File: src/rtl/bkm_defs.vh
// Selection thresholds and range limit for the BKM digit selector, in units of 1/16,
// together with the mode and signed-digit encodings shared by the pipeline.
localparam int E_DX_NEG  = -6;
localparam int E_DX_POS  = 4;
localparam int E_DY_NEG  = -4;
localparam int E_DY_POS  = 4;
localparam int L_NEG     = -8;
localparam int L_POS     = 8;
localparam int RANGE_LIM = 48;

localparam logic       MODE_E   = 1'b0;
localparam logic       MODE_L   = 1'b1;
localparam logic [1:0] DIG_NEG  = 2'b11;
localparam logic [1:0] DIG_ZERO = 2'b00;
localparam logic [1:0] DIG_POS  = 2'b01;

File: src/rtl/get_d_pipe_pkg.sv
// Shared definitions for the get_d digit-selection pipeline.
package get_d_pipe_pkg;
`include "bkm_defs.vh"

  typedef enum logic {
    MODE_EXP = MODE_E,
    MODE_LOG = MODE_L
  } mode_e;

  // neg and pos are mutually exclusive by construction of the thresholds.
  function automatic logic [1:0] digit_enc(input logic neg, input logic pos);
    if (neg) begin
      return DIG_NEG;
    end
    if (pos) begin
      return DIG_POS;
    end
    return DIG_ZERO;
  endfunction
endpackage

File: src/rtl/get_d_pipe_if.sv
// Input/output handshake bundle of the get_d pipeline.
interface get_d_pipe_if #(
  parameter int W     = 16,
  parameter int TAG_W = 4
);
  logic                    in_valid;
  logic                    in_ready;
  logic                    in_mode;
  logic signed [W-1:0]     in_u;
  logic signed [W-1:0]     in_v;
  logic [TAG_W-1:0]        in_tag;
  logic                    out_valid;
  logic                    out_ready;
  logic [1:0]              out_d_x;
  logic [1:0]              out_d_y;
  logic                    out_err;
  logic [TAG_W-1:0]        out_tag;

  modport master (
    output in_valid, in_mode, in_u, in_v, in_tag, out_ready,
    input  in_ready, out_valid, out_d_x, out_d_y, out_err, out_tag
  );

  modport slave (
    input  in_valid, in_mode, in_u, in_v, in_tag, out_ready,
    output in_ready, out_valid, out_d_x, out_d_y, out_err, out_tag
  );
endinterface

File: src/rtl/get_d_pipe_sel.sv
// Combinational digit selection from 1/16-resolution estimates; axis 0 is x (u), axis 1 is y (v).
module get_d_sel
  import get_d_pipe_pkg::*;
#(
  parameter int ET_W = 7
) (
  input  mode_e                  mode,
  input  logic signed [ET_W-1:0] u_t,
  input  logic signed [ET_W-1:0] v_t,
  output logic [1:0]             d_x,
  output logic [1:0]             d_y,
  output logic                   err
);

  for (genvar gi = 0; gi < 2; gi++) begin : g_axis
    localparam int E_NEG = (gi == 0) ? E_DX_NEG : E_DY_NEG;
    localparam int E_POS = (gi == 0) ? E_DX_POS : E_DY_POS;

    int         est;
    logic [1:0] dig;
    logic       oor;

    assign est = (gi == 0) ? int'(u_t) : int'(v_t);

    // L-mode selects the opposite sign to E-mode on a symmetric threshold.
    always_comb begin
      dig = DIG_ZERO;
      if (mode == MODE_EXP) begin
        dig = digit_enc(est <= E_NEG, est >= E_POS);
      end else begin
        dig = digit_enc(est >= L_POS, est <= L_NEG);
      end
      oor = (est >= RANGE_LIM) || (est < -RANGE_LIM);
    end
  end

  assign d_x = g_axis[0].dig;
  assign d_y = g_axis[1].dig;
  assign err = g_axis[0].oor | g_axis[1].oor;

endmodule

File: src/rtl/get_d_pipe.sv
// Two-stage BKM digit-selection pipeline: S1 registers truncated estimates, S2 registers
// the selected digits; fully pipelined with valid/ready backpressure and an error counter.
module get_d_pipe
  import get_d_pipe_pkg::*;
#(
  parameter int W     = 16,
  parameter int FRAC  = W - 3,
  parameter int TAG_W = 4,
  parameter int CNT_W = 8
) (
  input  logic             clk,
  input  logic             rst,
  input  logic             ena,
  input  logic             clr_cnt,
  get_d_pipe_if.slave      bus,
  output logic [CNT_W-1:0] err_cnt
);

  localparam int SH   = FRAC - 4;
  localparam int ET_W = W - SH;

  logic                   s1_valid_reg;
  logic signed [ET_W-1:0] s1_u_reg;
  logic signed [ET_W-1:0] s1_v_reg;
  mode_e                  s1_mode_reg;
  logic [TAG_W-1:0]       s1_tag_reg;

  logic                   s2_valid_reg;
  logic [1:0]             s2_dx_reg;
  logic [1:0]             s2_dy_reg;
  logic                   s2_err_reg;
  logic [TAG_W-1:0]       s2_tag_reg;
  logic [CNT_W-1:0]       err_cnt_reg;

  logic [1:0]             sel_dx;
  logic [1:0]             sel_dy;
  logic                   sel_err;
  logic                   s2_adv;
  logic                   s1_adv;
  logic                   out_fire;

  assign s2_adv   = ~s2_valid_reg | bus.out_ready;
  assign s1_adv   = ~s1_valid_reg | s2_adv;
  assign out_fire = s2_valid_reg & bus.out_ready;

  assign bus.in_ready = ena & ~rst & s1_adv;

  get_d_sel #(.ET_W(ET_W)) u_sel (
    .mode (s1_mode_reg),
    .u_t  (s1_u_reg),
    .v_t  (s1_v_reg),
    .d_x  (sel_dx),
    .d_y  (sel_dy),
    .err  (sel_err)
  );

  // Arithmetic shift of the signed residual gives the two's-complement floor to 1/16.
  always_ff @(posedge clk) begin
    if (rst) begin
      s1_valid_reg <= 1'b0;
      s1_u_reg     <= '0;
      s1_v_reg     <= '0;
      s1_mode_reg  <= MODE_EXP;
      s1_tag_reg   <= '0;
      s2_valid_reg <= 1'b0;
      s2_dx_reg    <= DIG_ZERO;
      s2_dy_reg    <= DIG_ZERO;
      s2_err_reg   <= 1'b0;
      s2_tag_reg   <= '0;
      err_cnt_reg  <= '0;
    end else if (ena) begin
      if (s1_adv) begin
        s1_valid_reg <= bus.in_valid;
        if (bus.in_valid) begin
          s1_u_reg    <= ET_W'(bus.in_u >>> SH);
          s1_v_reg    <= ET_W'(bus.in_v >>> SH);
          s1_mode_reg <= mode_e'(bus.in_mode);
          s1_tag_reg  <= bus.in_tag;
        end
      end
      if (s2_adv) begin
        s2_valid_reg <= s1_valid_reg;
        if (s1_valid_reg) begin
          s2_dx_reg  <= sel_dx;
          s2_dy_reg  <= sel_dy;
          s2_err_reg <= sel_err;
          s2_tag_reg <= s1_tag_reg;
        end
      end
      if (clr_cnt) begin
        err_cnt_reg <= '0;
      end else if (out_fire && s2_err_reg && (err_cnt_reg != '1)) begin
        err_cnt_reg <= err_cnt_reg + CNT_W'(1);
      end
    end
  end

  assign bus.out_valid = s2_valid_reg;
  assign bus.out_d_x   = s2_dx_reg;
  assign bus.out_d_y   = s2_dy_reg;
  assign bus.out_err   = s2_err_reg;
  assign bus.out_tag   = s2_tag_reg;
  assign err_cnt       = err_cnt_reg;

endmodule

File: src/flat_wrapper.sv
// flat-port wrapper written by rule: the top's interface ports become plain ports
module get_d_pipe_flat import get_d_pipe_pkg::*;
#(
  parameter int W     = 16,
  parameter int FRAC  = W - 3,
  parameter int TAG_W = 4,
  parameter int CNT_W = 8
)
  (clk, rst, ena, clr_cnt, err_cnt, bus_in_valid, bus_in_mode, bus_in_u, bus_in_v, bus_in_tag, bus_out_ready, bus_in_ready, bus_out_valid, bus_out_d_x, bus_out_d_y, bus_out_err, bus_out_tag);
  get_d_pipe_if #(.W(W), .TAG_W(TAG_W)) bus_i ();
  input  logic clk;
  input  logic rst;
  input  logic ena;
  input  logic clr_cnt;
  output logic [CNT_W-1:0] err_cnt;
  input wire logic [$bits(bus_i.in_valid)-1:0] bus_in_valid;
  input wire logic [$bits(bus_i.in_mode)-1:0] bus_in_mode;
  input wire logic [$bits(bus_i.in_u)-1:0] bus_in_u;
  input wire logic [$bits(bus_i.in_v)-1:0] bus_in_v;
  input wire logic [$bits(bus_i.in_tag)-1:0] bus_in_tag;
  input wire logic [$bits(bus_i.out_ready)-1:0] bus_out_ready;
  output wire logic [$bits(bus_i.in_ready)-1:0] bus_in_ready;
  output wire logic [$bits(bus_i.out_valid)-1:0] bus_out_valid;
  output wire logic [$bits(bus_i.out_d_x)-1:0] bus_out_d_x;
  output wire logic [$bits(bus_i.out_d_y)-1:0] bus_out_d_y;
  output wire logic [$bits(bus_i.out_err)-1:0] bus_out_err;
  output wire logic [$bits(bus_i.out_tag)-1:0] bus_out_tag;
  assign bus_i.in_valid = bus_in_valid;
  assign bus_i.in_mode = bus_in_mode;
  assign bus_i.in_u = bus_in_u;
  assign bus_i.in_v = bus_in_v;
  assign bus_i.in_tag = bus_in_tag;
  assign bus_i.out_ready = bus_out_ready;
  assign bus_in_ready = bus_i.in_ready;
  assign bus_out_valid = bus_i.out_valid;
  assign bus_out_d_x = bus_i.out_d_x;
  assign bus_out_d_y = bus_i.out_d_y;
  assign bus_out_err = bus_i.out_err;
  assign bus_out_tag = bus_i.out_tag;
  get_d_pipe #(.W(W), .FRAC(FRAC), .TAG_W(TAG_W), .CNT_W(CNT_W)) u_core (.clk(clk), .rst(rst), .ena(ena), .clr_cnt(clr_cnt), .bus(bus_i), .err_cnt(err_cnt));
endmodule
File: config.mk
export PLATFORM = sky130hd
export DESIGN_NAME = get_d_pipe_flat
export DESIGN_NICKNAME = d
export VERILOG_FILES = /design/src/rtl/get_d_pipe_pkg.sv /design/src/rtl/get_d_pipe_if.sv /design/src/rtl/get_d_pipe_sel.sv /design/src/rtl/get_d_pipe.sv /design/src/flat_wrapper.sv
export VERILOG_INCLUDE_DIRS = /design/src /design/src/rtl
export SDC_FILE = /design/constraint.sdc
export NUM_CORES = 1
export LEC_CHECK = 0
export ABC_AREA = 1
export CORE_UTILIZATION = 42
export DETAILED_ROUTE_END_ITERATION = 10
export PLACE_DENSITY = 0.76
export SLEW_MARGIN = 5
export SYNTH_ARGS = -nofsm -noshare
export SYNTH_HDL_FRONTEND = slang
export SYNTH_HIERARCHICAL = 1
export SYNTH_SLANG_ARGS = --single-unit
File: constraint.sdc
create_clock -name clk -period 1.4 [get_ports clk]
set_input_delay 0.28 -clock clk [delete_from_list [all_inputs] [get_ports clk]]
set_output_delay 0.28 -clock clk [all_outputs]
set_load 0.03 [all_outputs]
Word-level counts from Yosys, hierarchy flattened
Cells that the tools add are included.
{"block": "op_classes", "n_reduce_logical": 10, "addsub": 1, "n_bitwise": 9, "n_lt_le_gt_ge": 12, "muxes": 40, "eq_ne": 1}
{"cell": "2-bit 2-to-1 mux", "count": 18}
{"cell": "7-bit by 4-bit <= comparator with 1-bit output (second input constant)", "count": 3}
{"cell": "1-bit 2-to-1 mux", "count": 20}
{"cell": "8-bit 2-to-1 mux", "count": 2}
{"cell": "7-bit by 4-bit >= comparator with 1-bit output (second input constant)", "count": 2}
{"cell": "7-bit by 5-bit >= comparator with 1-bit output (second input constant)", "count": 2}
{"cell": "7-bit >= comparator (second input constant)", "count": 2}
{"cell": "7-bit less-than comparator (second input constant)", "count": 2}
{"cell": "8-bit by 1-bit adder with 8-bit output (second input constant)", "count": 1}
{"cell": "8-bit inequality test (second input constant)", "count": 1}
{"cell": "7-bit by 3-bit <= comparator with 1-bit output (second input constant)", "count": 1}
{"cell": "2-bit AND reduction", "count": 3}
{"cell": "3-bit AND reduction", "count": 2}
{"cell": "1-bit bitwise AND", "count": 3}
{"cell": "1-bit inverter", "count": 3}
{"cell": "1-bit OR", "count": 3}
{"cell": "1-bit logical AND", "count": 2}
{"cell": "1-bit logical OR", "count": 2}
{"cell": "2-bit nonzero test", "count": 1}
{"block": "word_totals", "register_bits": 38, "elab_cells": 84, "output_inout_bits": 19, "inputBits": 43}

Longest topological paths before layout
Gate-level depths: netlist (run 1).
{"block": "depth", "depth_word": 8, "depth_mapped": 11, "mapped_depth_nobuf": 11}

By module
Netlist (run 1), hierarchy kept.
{"module": "get_d_pipe", "cells_per_inst": 230, "area_per_inst_um2": 1615.3, "seq_area_each_um2": 760.7, "instances": 1}
{"module": "get_d_sel", "cells_per_inst": 79, "area_per_inst_um2": 360.3, "seq_area_each_um2": 0.0, "instances": 1}

Least setup slack after synthesis (run 1)
Ideal clock, no wire load.
{"block": "synth_path", "kind": "flip-flop to flip-flop", "startpoint": "register u_core.err_cnt_reg[0] (netlist: u_core/err_cnt[0])", "endpoint": "register u_core.err_cnt_reg[5] (netlist: u_core/err_cnt[5])", "path_slack_ns": -0.112, "stages_incl_launch_ff": 11, "path_buffers": 0, "setup_ns": 0.113, "period_less_slack_ns": 1.512, "arrival_ns": 1.399, "cell_sequence": "dfxtp_1 -> ha_1 -> nand2_2 -> nor2_2 -> nand2_1 -> nand2_2 -> nand2_4 -> nand2_4 -> nand2_1 -> nand2_1 -> nor2_1"}
{"block": "synth_via", "elab_chain_len": 4, "elab_cells_between_ends": 7, "classes_between": "add/sub: 1; eq/ne: 1; mux: 2; reduce/logical: 3"}
{"item": "start: declaration", "line": "get_d_pipe.sv:33", "source": "logic [CNT_W-1:0] err_cnt_reg;"}
{"item": "start signal: assignment", "line": "get_d_pipe.sv:93", "source": "err_cnt_reg <= err_cnt_reg + CNT_W'(1);"}
{"item": "parallel branches: the longest is 4 deep, another holds 8-bit by 1-bit adder with 8-bit output"}
Parallel ways; which one is timed is not known. The select of a mux whose other input is x is not followed.
A chain may end at the register's enable or synchronous reset.

Worst setup path in the final report (run 1)
{"block": "layout_path", "startpoint": "input port rst", "endpoint": "output port bus_in_ready"}
{"block": "layout_via", "elab_chain_len": 3}
{"item": "start: declaration", "line": "flat_wrapper.sv:12", "source": "input logic rst;"}
{"item": "1-bit inverter", "line": "get_d_pipe.sv:46", "source": "assign bus.in_ready = ena & ~rst & s1_adv;"}
{"item": "1-bit bitwise AND (2 in series)", "line": "get_d_pipe.sv:46"}
{"item": "end: declaration", "line": "flat_wrapper.sv:22", "source": "output wire logic [$bits(bus_i.in_ready)-1:0] bus_in_ready;"}
No other way between the ends.

==> run metrics, run 1 <==
number of port buffers=43; CTS tree=yes; Max FO, Critical Path=2; n_diodes=0; synthesized area=1980 µm²; R2R setup slack=0.07 ns; fraction of layout cells with a size suffix above 1=16.8%; LEAKAGE=1.28 nW; Post-synth top flop=dfxtp_1; syn_nets=355; final setup TNS=0 ns; Post-Syn Instances=309; Post-DRT Antenna Nets=0; total grt overflow=0; WHS=0.480 ns; area grow syn2layout=38.6%; Die Area=4980 µm²; synth unique cells=26; Worst-path clk slew=0.08 ns; Sw Ratio=28.3%; num rows=24; first-pass GRT wire length=7420 µm; final hold violation count=0; root buf cell=clkbuf_8; DP Area=2610 µm²; Max Root-Sink Buffers=2; period utilization=96.5%; sequential power share=44.7%; DP Cell Count=416; crit path DAT=1.07 ns; Setup crit end kind=primary output; chip width=70.6 µm; All-Layer GR Usage=18.7%; Multi-input gate area=1060 µm²; CTS Hold Bufs=0; relative slew slack=79.7%; Die H=70.6 µm; clock latency reported for the late side of the worst-skew pair=0.30 ns; Nets=415; register area=777 µm²; final worst setup slack=0.0495 ns; failing checks=design-rule violations; drt pass-1 iters=7; Hold Path Class=reg -> reg; Synthesis Warnings=6; power after layout=2.66 mW; Critical Path RT=1.12 ns; combinational share of power=19.3%; IO Pins=62; Largest register FFs=8; RSZ-0062 raised after global routing=yes; vias=2041; post-synthesis register bit count=38; Tightest Pin Transition=0.306 ns; vias in the first global route=1840; Detail Placement HPWL=3210 µm; Post-Route Utilization=61.6%; Final Setup Violations=0; clock skew=0.00405 ns; worst vdd ir=0.603 mV; largest net degree at the start of global routing=34; CTS sink count=38; CP Launch Type=input port; Crit. Startpoint=rst; Initial Util=44.5%; Finished Cell Area=2740 µm²; max_cap viols=0; Slew Limit Fails=0; Internal=1.91 mW; FFs w/ async S/R, synth=0%; initial DRC count=66; worst reg2reg startpoint=u_core/s1_v_reg[5]; initial antenna violation count=0; RePlAce Congestion=0.844; Final Critical Period=1.35 ns; post-synthesis sequential area ratio=38.5%; H-tree Lvls=2; DRC=4; Worst Hold Launch=u_core/s1_tag_reg[2]; switching power=754 µW; via/cell ratio=4.84; Finished Layout Cells=422; Post-Route WL=4340 µm; Routed wire per std cell=10.3 µm; Avg Inst Size Synth=6.39 µm²; Core Region=4440 µm²; Crit Path Class=in -> out; outcome=finished with violations; Post-synth EDFFs=0; filler instances=437; clock share of power=36.0%; clock buffer count from CTS=5; Max Freq=740 MHz; post-placement worst setup slack=-0.198 ns; PwrDens=972 nW/µm²
==> synthesized netlist by cell type, types with 2 or more instances <==
master    number  area share, %
inv_2          3           0.57
nor2_2         3           0.95
dfxtp_1       38             39
nand4_1        2           0.63
ha_1           3            1.9
a21oi_1       11            2.8
nand2_4        2            1.1
nor3_1         3           0.76
nand2_2        2           0.63
o21ai_0       11            2.8
buf_6          2            1.1
buf_2          2           0.51
nor2_1        85             16
o21ai_1       19            4.8
nand3_1       20            5.1
nand2_1       66             13
clkbuf_1       4           0.76
inv_1         25            4.7
==> layout make-up <==
class / instances / share of cell area, %
sequential: 38 / 28.4
clock inverter: 3 / 1.64
timing repair buffer: 62 / 21.5
inverter: 31 / 4.80
clock buffer: 5 / 2.51
tap: 52 / 2.38
multi-input combinational: 231 / 38.8
==> repair_timing <==
| item | in CTS | in global routing |
|---|---|---|
| resized for setup | 26 | 26 |
| endpoints found under the hold margin | 0 | 0 |
| buffers inserted | 0 | 1 |
| endpoints found under the setup margin | 19 | 15 |
| pin swaps | 1 | 10 |
==> critical path, stage by stage <==
cell and delay, ns:
clkdlybuf4s50_1 0.50, inv_2 0.04, nand3_1 0.07, inv_1 0.05, buf_6 0.13
==> layout by cell type, fill, tap and decap left out, types with 7 or more instances in the layout <==
cell type        Yosys  final
nand2_1             66     64
dfxtp_2              0      7
o21ai_1             19     25
buf_4                1     16
clkdlybuf4s50_1      0     22
nor2_1              85     83
dfxtp_1             38     29
a21oi_1             11     11
nand3_1             20     18
dlygate4sd2_1        0     15
inv_1               25     24
==> power groups by stage <==
stage | Sequential (mW) | Clock, mW | Combinational [mW]
finish | 1.19 | 0.958 | 0.515
global route | 1.20 | 1.02 | 0.575
CTS | 1.19 | 0.982 | 0.509
detailed placement | 1.21 | 0 | 0.526
global placement | 1.21 | 0 | 0.515
floorplan | 1.25 | 0 | 0.271
==> logic make-up (layout without fill, tap and decap cells) <==
group,Yosys count,count (layout),share of synthesized area (%)
AO/OA/AOI/OAI,43,43,11.3
XOR/XNOR,1,1,0.443
adder cells (fa/ha/maj),3,3,1.90
buffers and inverters,40,101,9.44
flip-flops,38,38,38.5
AND/OR/NAND/NOR,184,184,38.4
==> layer usage <==
layer,track usage [%],share of wire [%],up-vias
met3,2.99,3.3,6
met1,21.0,45,914
met2,34.7,50,33
li1,-,-,1088
met4,8.67,1.5,0
met5,0,0,-
==> final timing paths <==
kind	end	cells past startpoint
worst max-delay path	bus_in_ready	5
worst min-delay path	u_core/s1_tag_reg[2]	2
worst max register to register	u_core/bus.out_err	10
worst min register to register	u_core/s1_tag_reg[2]	2
(Power assumes the default switching activity.)
==> run 2: changes to the inputs <==
--- a/config.mk
+++ b/config.mk
@@ -6,9 +6,9 @@
 export SDC_FILE = /design/constraint.sdc
 export NUM_CORES = 1
 export LEC_CHECK = 0
-export ABC_AREA = 1
-export CORE_UTILIZATION = 42
+export CORE_UTILIZATION = 41
 export DETAILED_ROUTE_END_ITERATION = 10
+export HOLD_SLACK_MARGIN = 0.1
 export PLACE_DENSITY = 0.76
 export SLEW_MARGIN = 5
 export SYNTH_ARGS = -nofsm -noshare
==> run 2 against run 1 <==
Largest power group unchanged. The run ends with negative setup slack left. Combinational power decreased by 37%. Maximum frequency decreased by 5.8%. Highest routed layer unchanged. First-iteration DRC count increased by 38%. Clock-buffer cell count increased by 1. Critical path type is now reg -> reg. Clock skew about the same. Routed wire length decreased by 0.65%. Critical path depth increased by 2.
==> run metrics, run 2 <==
Nets=323 (-22%); area grow syn2layout=42.9%; most numerous cell in the Yosys netlist=dfxtp_1; ranking of synthesized cells by area=dfxtp_1, nand2_1, mux2i_1; Synthesis Warnings=6 (unchanged); crit path DAT=1.60 ns (+0.53 ns); Slew Limit Fails=0 (unchanged); Tightest Pin Transition=0.354 ns (+0.0474 ns); root buf cell=clkbuf_8; CTS tree=yes; synthesized area=1880 µm² (-4.9%); first-pass GRT wire length=7360 µm (-0.93%); post-placement worst setup slack=-0.357 ns (-0.159 ns); DP Cell Count=316 (-24%); Post-Syn Instances=212 (-31%); n_diodes=0 (unchanged); cell taking the most area after synthesis=dfxtp_1; Worst-path clk slew=0.08 ns (about the same); PwrDens=869 nW/µm² (-11%); CTS sink count=38 (unchanged); relative slew slack=76.4% (-3.2 points); vias=1780 (-13%); Initial Util=42.9% (-1.6 points); chip width=69.7 µm (-1.3%); H-tree Lvls=2 (unchanged); worst vdd ir=0.559 mV (-7.4%); max_cap viols=0 (unchanged); final setup TNS=-0.0756 ns (-0.0756 ns); total grt overflow=0 (unchanged); Finished Layout Cells=330 (-22%); CP max-delay cell=dfxtp_4; Final Critical Period=1.43 ns (+0.0832 ns); via/cell ratio=5.39 (+12%); Detail Placement HPWL=2970 µm (-7.5%); vias in the first global route=1683 (-8.5%); Largest register FFs=8 (unchanged); Hold Path Class=in -> reg; most common cell after layout, fill and taps aside=nand2_1; most frequent cells in the layout=nand2_1, dfxtp_1, clkdlybuf4s50_1; post-synthesis sequential area ratio=40.5% (+2.0 points); WHS=0.354 ns (-0.127 ns); Setup crit end kind=flip-flop; post-synthesis register bit count=38 (unchanged); synth unique cells=55 (+110%); Routed wire per std cell=13.1 µm (+27%); Core Region=4380 µm² (-1.4%); clock skew=0.00369 ns (-0.000355 ns); LEAKAGE=1.06 nW (-17%); Die Area=4860 µm² (-2.5%); FFs w/ async S/R, synth=0% (unchanged); fraction of layout cells with a size suffix above 1=29.1% (+12 points); Final Setup Violations=3 (+3); outcome=finished with violations; Max Freq=697 MHz (-5.8%); synth cell count leaders=dfxtp_1, nand2_1, a21oi_1; IO Pins=62 (unchanged); top cell type's share of synthesized area=40.5% (+2.0 points); clock latency reported for the late side of the worst-skew pair=0.29 ns (about the same); Post-synth top flop=dfxtp_1; Avg Inst Size Synth=8.86 µm² (+39%); Post-synth EDFFs=0 (unchanged); Post-DRT Antenna Nets=0 (unchanged); RePlAce Congestion=0.783 (-7.3%); period utilization=102% (+5.9 points); Critical Path RT=1.57 ns (+0.45 ns); final worst setup slack=-0.0337 ns (-0.0832 ns); number of port buffers=43 (unchanged); initial antenna violation count=0 (unchanged); Post-Route WL=4310 µm (-0.65%); Max FO, Critical Path=4 (+2); largest net degree at the start of global routing=30 (-12%); final hold violation count=0 (unchanged); initial DRC count=91 (+38%); DP Area=2520 µm² (-3.6%); syn_nets=258 (-27%); CP Launch Type=flip-flop; Finished Cell Area=2690 µm² (-2.0%); RSZ-0062 raised after global routing=yes; DRC=0 (-4); failing checks=negative setup slack; Worst path max stage delay=0.36 ns (-0.14 ns); CP cell instances=and2_4, ha_4, and4b_1, a32oi_1, o31ai_1, mux2i_1, nor2_1; drt pass-1 iters=5 (-2); Die H=69.7 µm (-1.3%); All-Layer GR Usage=18.6% (-0.10 points); num rows=24 (unchanged); CTS Hold Bufs=0 (unchanged); Crit Path Class=reg -> reg; Max Root-Sink Buffers=2 (unchanged); clock buffer count from CTS=5 (unchanged); filler instances=393 (-10%)
## run 2: cell types whose count changed in the layout (fill, tap and decap cells not counted), moves of 9 or more
cell	change
a21oi_2	+9
nand2_1	-28
nor2_1	-72
mux2i_1	+9
inv_1	-21
o21ai_1	-24
nand3_1	-10
## run 2: power breakdown
group	internal [mW]	total, mW	switching (mW)
Sequential	1.11	1.14	0.0311
Combinational	0.169	0.324	0.155
Clock	0.459	0.870	0.411
Total	1.74	2.33	0.597
## run 2: cell type report
class | count | area [µm²] | share of cell area, %
Clock buffer | 6 | 93.8 | 3.49
Inverter | 3 | 11.3 | 0.419
Sequential cell | 38 | 785 | 29.2
Clock inverter | 2 | 13.8 | 0.513
Multi-Input combinational cell | 164 | 1110 | 41.4
Timing Repair Buffer | 65 | 604 | 22.5
Tap cell | 52 | 65.1 | 2.42
## run 2: repair_timing
action                                  CTS  global route
endpoints found under the setup margin   37            37
setup buffers                             4             2
pin swaps                                 5             6
gates resized for setup                  26            12
## run 2: worst paths after layout
check	to	startpoint	slack (ns)	depth (start not counted)
worst max register to register	u_core/bus.out_d_x[1]	u_core/s1_u_reg[4]	-0.03	7
worst max-delay path	u_core/bus.out_d_x[1]	u_core/s1_u_reg[4]	-0.03	7
worst min register to register	u_core/s1_tag_reg[3]	u_core/s1_tag_reg[3]	0.46	2
worst min-delay path	u_core/bus.out_valid	ena	0.35	4
## run 2: kinds of logic (layout without fill, tap and decap cells)
family | after synthesis | in the layout | share of synthesized area [%]
adders and majority gates | 3 | 3 | 2.00
muxes | 9 | 9 | 4.79
and+or+nand+nor | 95 | 95 | 27.2
buffers and inverters | 10 | 76 | 3.26
xor gates and xnor gates | 2 | 2 | 0.932
DFF | 38 | 38 | 40.5
AOI/OAI and AO/OA | 55 | 55 | 21.4
## run 2: routing by layer
layer / up-vias / wire length (µm) / track usage [%]
met1: 834 / 1890 / 22.7
met4: 0 / 41 / 6.00
met3: 4 / 198 / 4.07
met2: 42 / 2180 / 32.5
met5: - / 0 / 0
li1: 900 / - / -
## run 2: through the flow
step / power [mW] / utilization (%)
global route: 2.44 / 61.2
global placement: 1.48 / 57.4
CTS: 2.35 / 60.4
detailed placement: 1.49 / 57.4
floorplan: 1.33 / -
finish: 2.33 / 61.2
## run 2: worst max-delay path: cells and delay by family, from the launching register on
kind,cells,cell delay [ns]
DFF,1,0.36
muxes,1,0.15
adders and majority gates,1,0.14
AOI/OAI and AO/OA,2,0.29
and+or+nand+nor,3,0.37
==> run 3: changes to the inputs <==
--- a/config.mk
+++ b/config.mk
@@ -6,7 +6,9 @@
 export SDC_FILE = /design/constraint.sdc
 export NUM_CORES = 1
 export LEC_CHECK = 0
+export ABC_CLOCK_PERIOD_IN_PS = 1400
 export CORE_UTILIZATION = 41
+export CTS_CLUSTER_SIZE = 10
 export DETAILED_ROUTE_END_ITERATION = 10
 export HOLD_SLACK_MARGIN = 0.1
 export PLACE_DENSITY = 0.76
==> constraint.sdc (replaced) <==
create_clock -name clk -period 1.4 [get_ports clk]
set_input_delay 0.14 -clock clk [delete_from_list [all_inputs] [get_ports clk]]
set_output_delay 0.14 -clock clk [all_outputs]
set_load 0.03 [all_outputs]
==> run 3 against run 2 <==
The run still ends with negative setup slack left. Maximum frequency fell by 0.91%. First-iteration DRC count fell by 38%. Die area did not move. Clock-buffer cell count did not move. Register-to-register slack about the same. Combinational power up 6%. Worst hold slack improved by 0.036 ns. Largest cell class unchanged.
==> run metrics, run 3 (same netlist as run 2, synthesis figures left out) <==
final setup TNS=-0.0538 ns (+0.0218 ns); Crit Path Class=reg -> reg; vias in the first global route=1684 (+0.059%); Post-DRT Antenna Nets=0 (unchanged); n_diodes=0 (unchanged); Max Freq=691 MHz (-0.91%); fraction of layout cells with a size suffix above 1=30.3% (+1.2 points); Nets=322 (-0.31%); CTS Hold Bufs=0 (unchanged); Max Root-Sink Buffers=2 (unchanged); vias=1824 (+2.5%); number of port buffers=43 (unchanged); CTS sink count=38 (unchanged); filler instances=390 (-0.76%); failing checks=negative setup slack; via/cell ratio=5.54 (+2.8%); Slew Limit Fails=0 (unchanged); Post-Route WL=4620 µm (+7.0%); outcome=finished with violations; largest net degree at the start of global routing=20 (-33%); clock latency reported for the late side of the worst-skew pair=0.29 ns (about the same); Setup crit end kind=flip-flop; CTS tree=yes; IO Pins=62 (unchanged); final hold violation count=0 (unchanged); Critical Path RT=1.59 ns (+0.02 ns); Post-Route Utilization=61.7% (+0.46 points); max_cap viols=0 (unchanged); All-Layer GR Usage=19.0% (+0.41 points); Max FO, Critical Path=2 (-2); Worst-path clk slew=0.07 ns (about the same); DRC=0 (unchanged); CP max-delay cell=dfxtp_4; final worst setup slack=-0.0468 ns (-0.0131 ns); clock buffer count from CTS=5 (unchanged); CP Buf/Inv Count=0 (unchanged); Final Setup Violations=2 (-1); RSZ-0062 raised after global routing=yes; Core Region=4380 µm² (unchanged); most common cell after layout, fill and taps aside=nand2_1; Routed wire per std cell=14.0 µm (+7.4%); Detail Placement HPWL=3120 µm (+5.1%); WHS=0.389 ns (+0.0356 ns); RePlAce Congestion=0.810 (+3.5%); CP cell instances=and2_4, ha_4, and4b_1, a32oi_2, o311ai_1, mux2i_1, nor2_1; Die Area=4860 µm² (unchanged); Finished Cell Area=2710 µm² (+0.75%); Die H=69.7 µm (unchanged); first-pass GRT wire length=7510 µm (+2.2%); area grow syn2layout=43.9%; total grt overflow=0 (unchanged); power after layout=2.27 mW (-2.9%); H-tree Lvls=2 (unchanged); Initial Util=42.9% (unchanged); Tightest Pin Transition=0.344 ns (-0.00929 ns); period utilization=103% (+0.94 points); clock skew=0.00678 ns (+0.00309 ns); worst vdd ir=0.608 mV (+8.9%); cell family with most CP delay=simple AND/OR/NAND/NOR gates; relative slew slack=76.9% (+0.44 points); crit path DAT=1.63 ns (+0.03 ns); Worst path max stage delay=0.34 ns (-0.02 ns); PwrDens=838 nW/µm² (-3.6%); LEAKAGE=1.07 nW (+0.42%); most frequent cells in the layout=nand2_1, dfxtp_1, clkdlybuf4s50_1; Hold Path Class=in -> reg; initial antenna violation count=0 (unchanged); CP Launch Type=flip-flop; num rows=24 (unchanged); root buf cell=clkbuf_8; Largest register FFs=8 (unchanged); Final Critical Period=1.45 ns (+0.0131 ns); chip width=69.7 µm (unchanged); initial DRC count=56 (-38%); DP Area=2520 µm² (+0.30%); drt pass-1 iters=4 (-1)
==> run 3: cell types whose count changed in the layout (fill, tap and decap cells not counted), moves of 2 or more <==
cell             change
clkdlybuf4s50_1      +3
dfxtp_2              -3
a21boi_1             -2
a21boi_0             +2
dfxtp_1              +2
clkdlybuf4s15_1      -3
==> run 3: what timing repair did <==
action,4_1_cts,5_1_grt
pin swaps,3,5
buffers inserted,1,3
resized for setup,21,13
setup endpoints to repair,23,32
==> run 3: tightest hold or removal path: stages <==
cell,delay [ns]
clkdlybuf4s50_1,0.39
nand2_1,0.05
a21oi_1,0.05
==> run 3: layout make-up <==
class                           count  area [µm²]  area share, %
Clock inverter                      2        11.3          0.416
Multi-Input combinational cell    164        1150           42.5
Clock buffer                        6        82.6           3.05
Sequential cell                    38         785           29.0
Tap cell                           52        65.1           2.41
Timing Repair Buffer               64         601           22.2
Inverter                            3        11.3          0.416
==> run 3: path summary, 6_finish.rpt <==
| path | from | to | slack (ns) | cells after the start |
|---|---|---|---|---|
| hold / removal | bus_in_u[13] | u_core/s1_u_reg[4] | 0.39 | 3 |
| hold reg to reg | u_core/s1_tag_reg[2] | u_core/s1_tag_reg[2] | 0.46 | 2 |
| setup reg to reg | u_core/s1_u_reg[4] | u_core/bus.out_d_x[0] | -0.05 | 7 |
| setup / recovery | u_core/s1_u_reg[4] | u_core/bus.out_d_x[0] | -0.05 | 7 |
==> run 3: power breakdown <==
group | internal [mW] | switching, mW | total [mW]
Sequential | 1.11 | 0.0328 | 1.14
Combinational | 0.180 | 0.163 | 0.342
Clock | 0.397 | 0.388 | 0.785
Total | 1.68 | 0.583 | 2.27
==> run 3: per-layer routing <==
| layer | part of all wire, % | GRT usage (%) | up-vias |
|---|---|---|---|
| li1 | - | - | 900 |
| met1 | 42 | 23.1 | 858 |
| met2 | 52 | 33.1 | 58 |
| met3 | 5.1 | 3.92 | 8 |
| met4 | 1.3 | 6.67 | 0 |
| met5 | 0 | 0 | - |
==> run 3: through the flow <==
step | worst slack [ns] | instances
3_3_place_gp | -0.157 | 317
3_5_place_dp | -0.191 | 317
4_1_cts | -0.0531 | 326
6_report | -0.0468 | 329
2_1_floorplan | 0.00105 | 212
5_1_grt | -0.0875 | 329
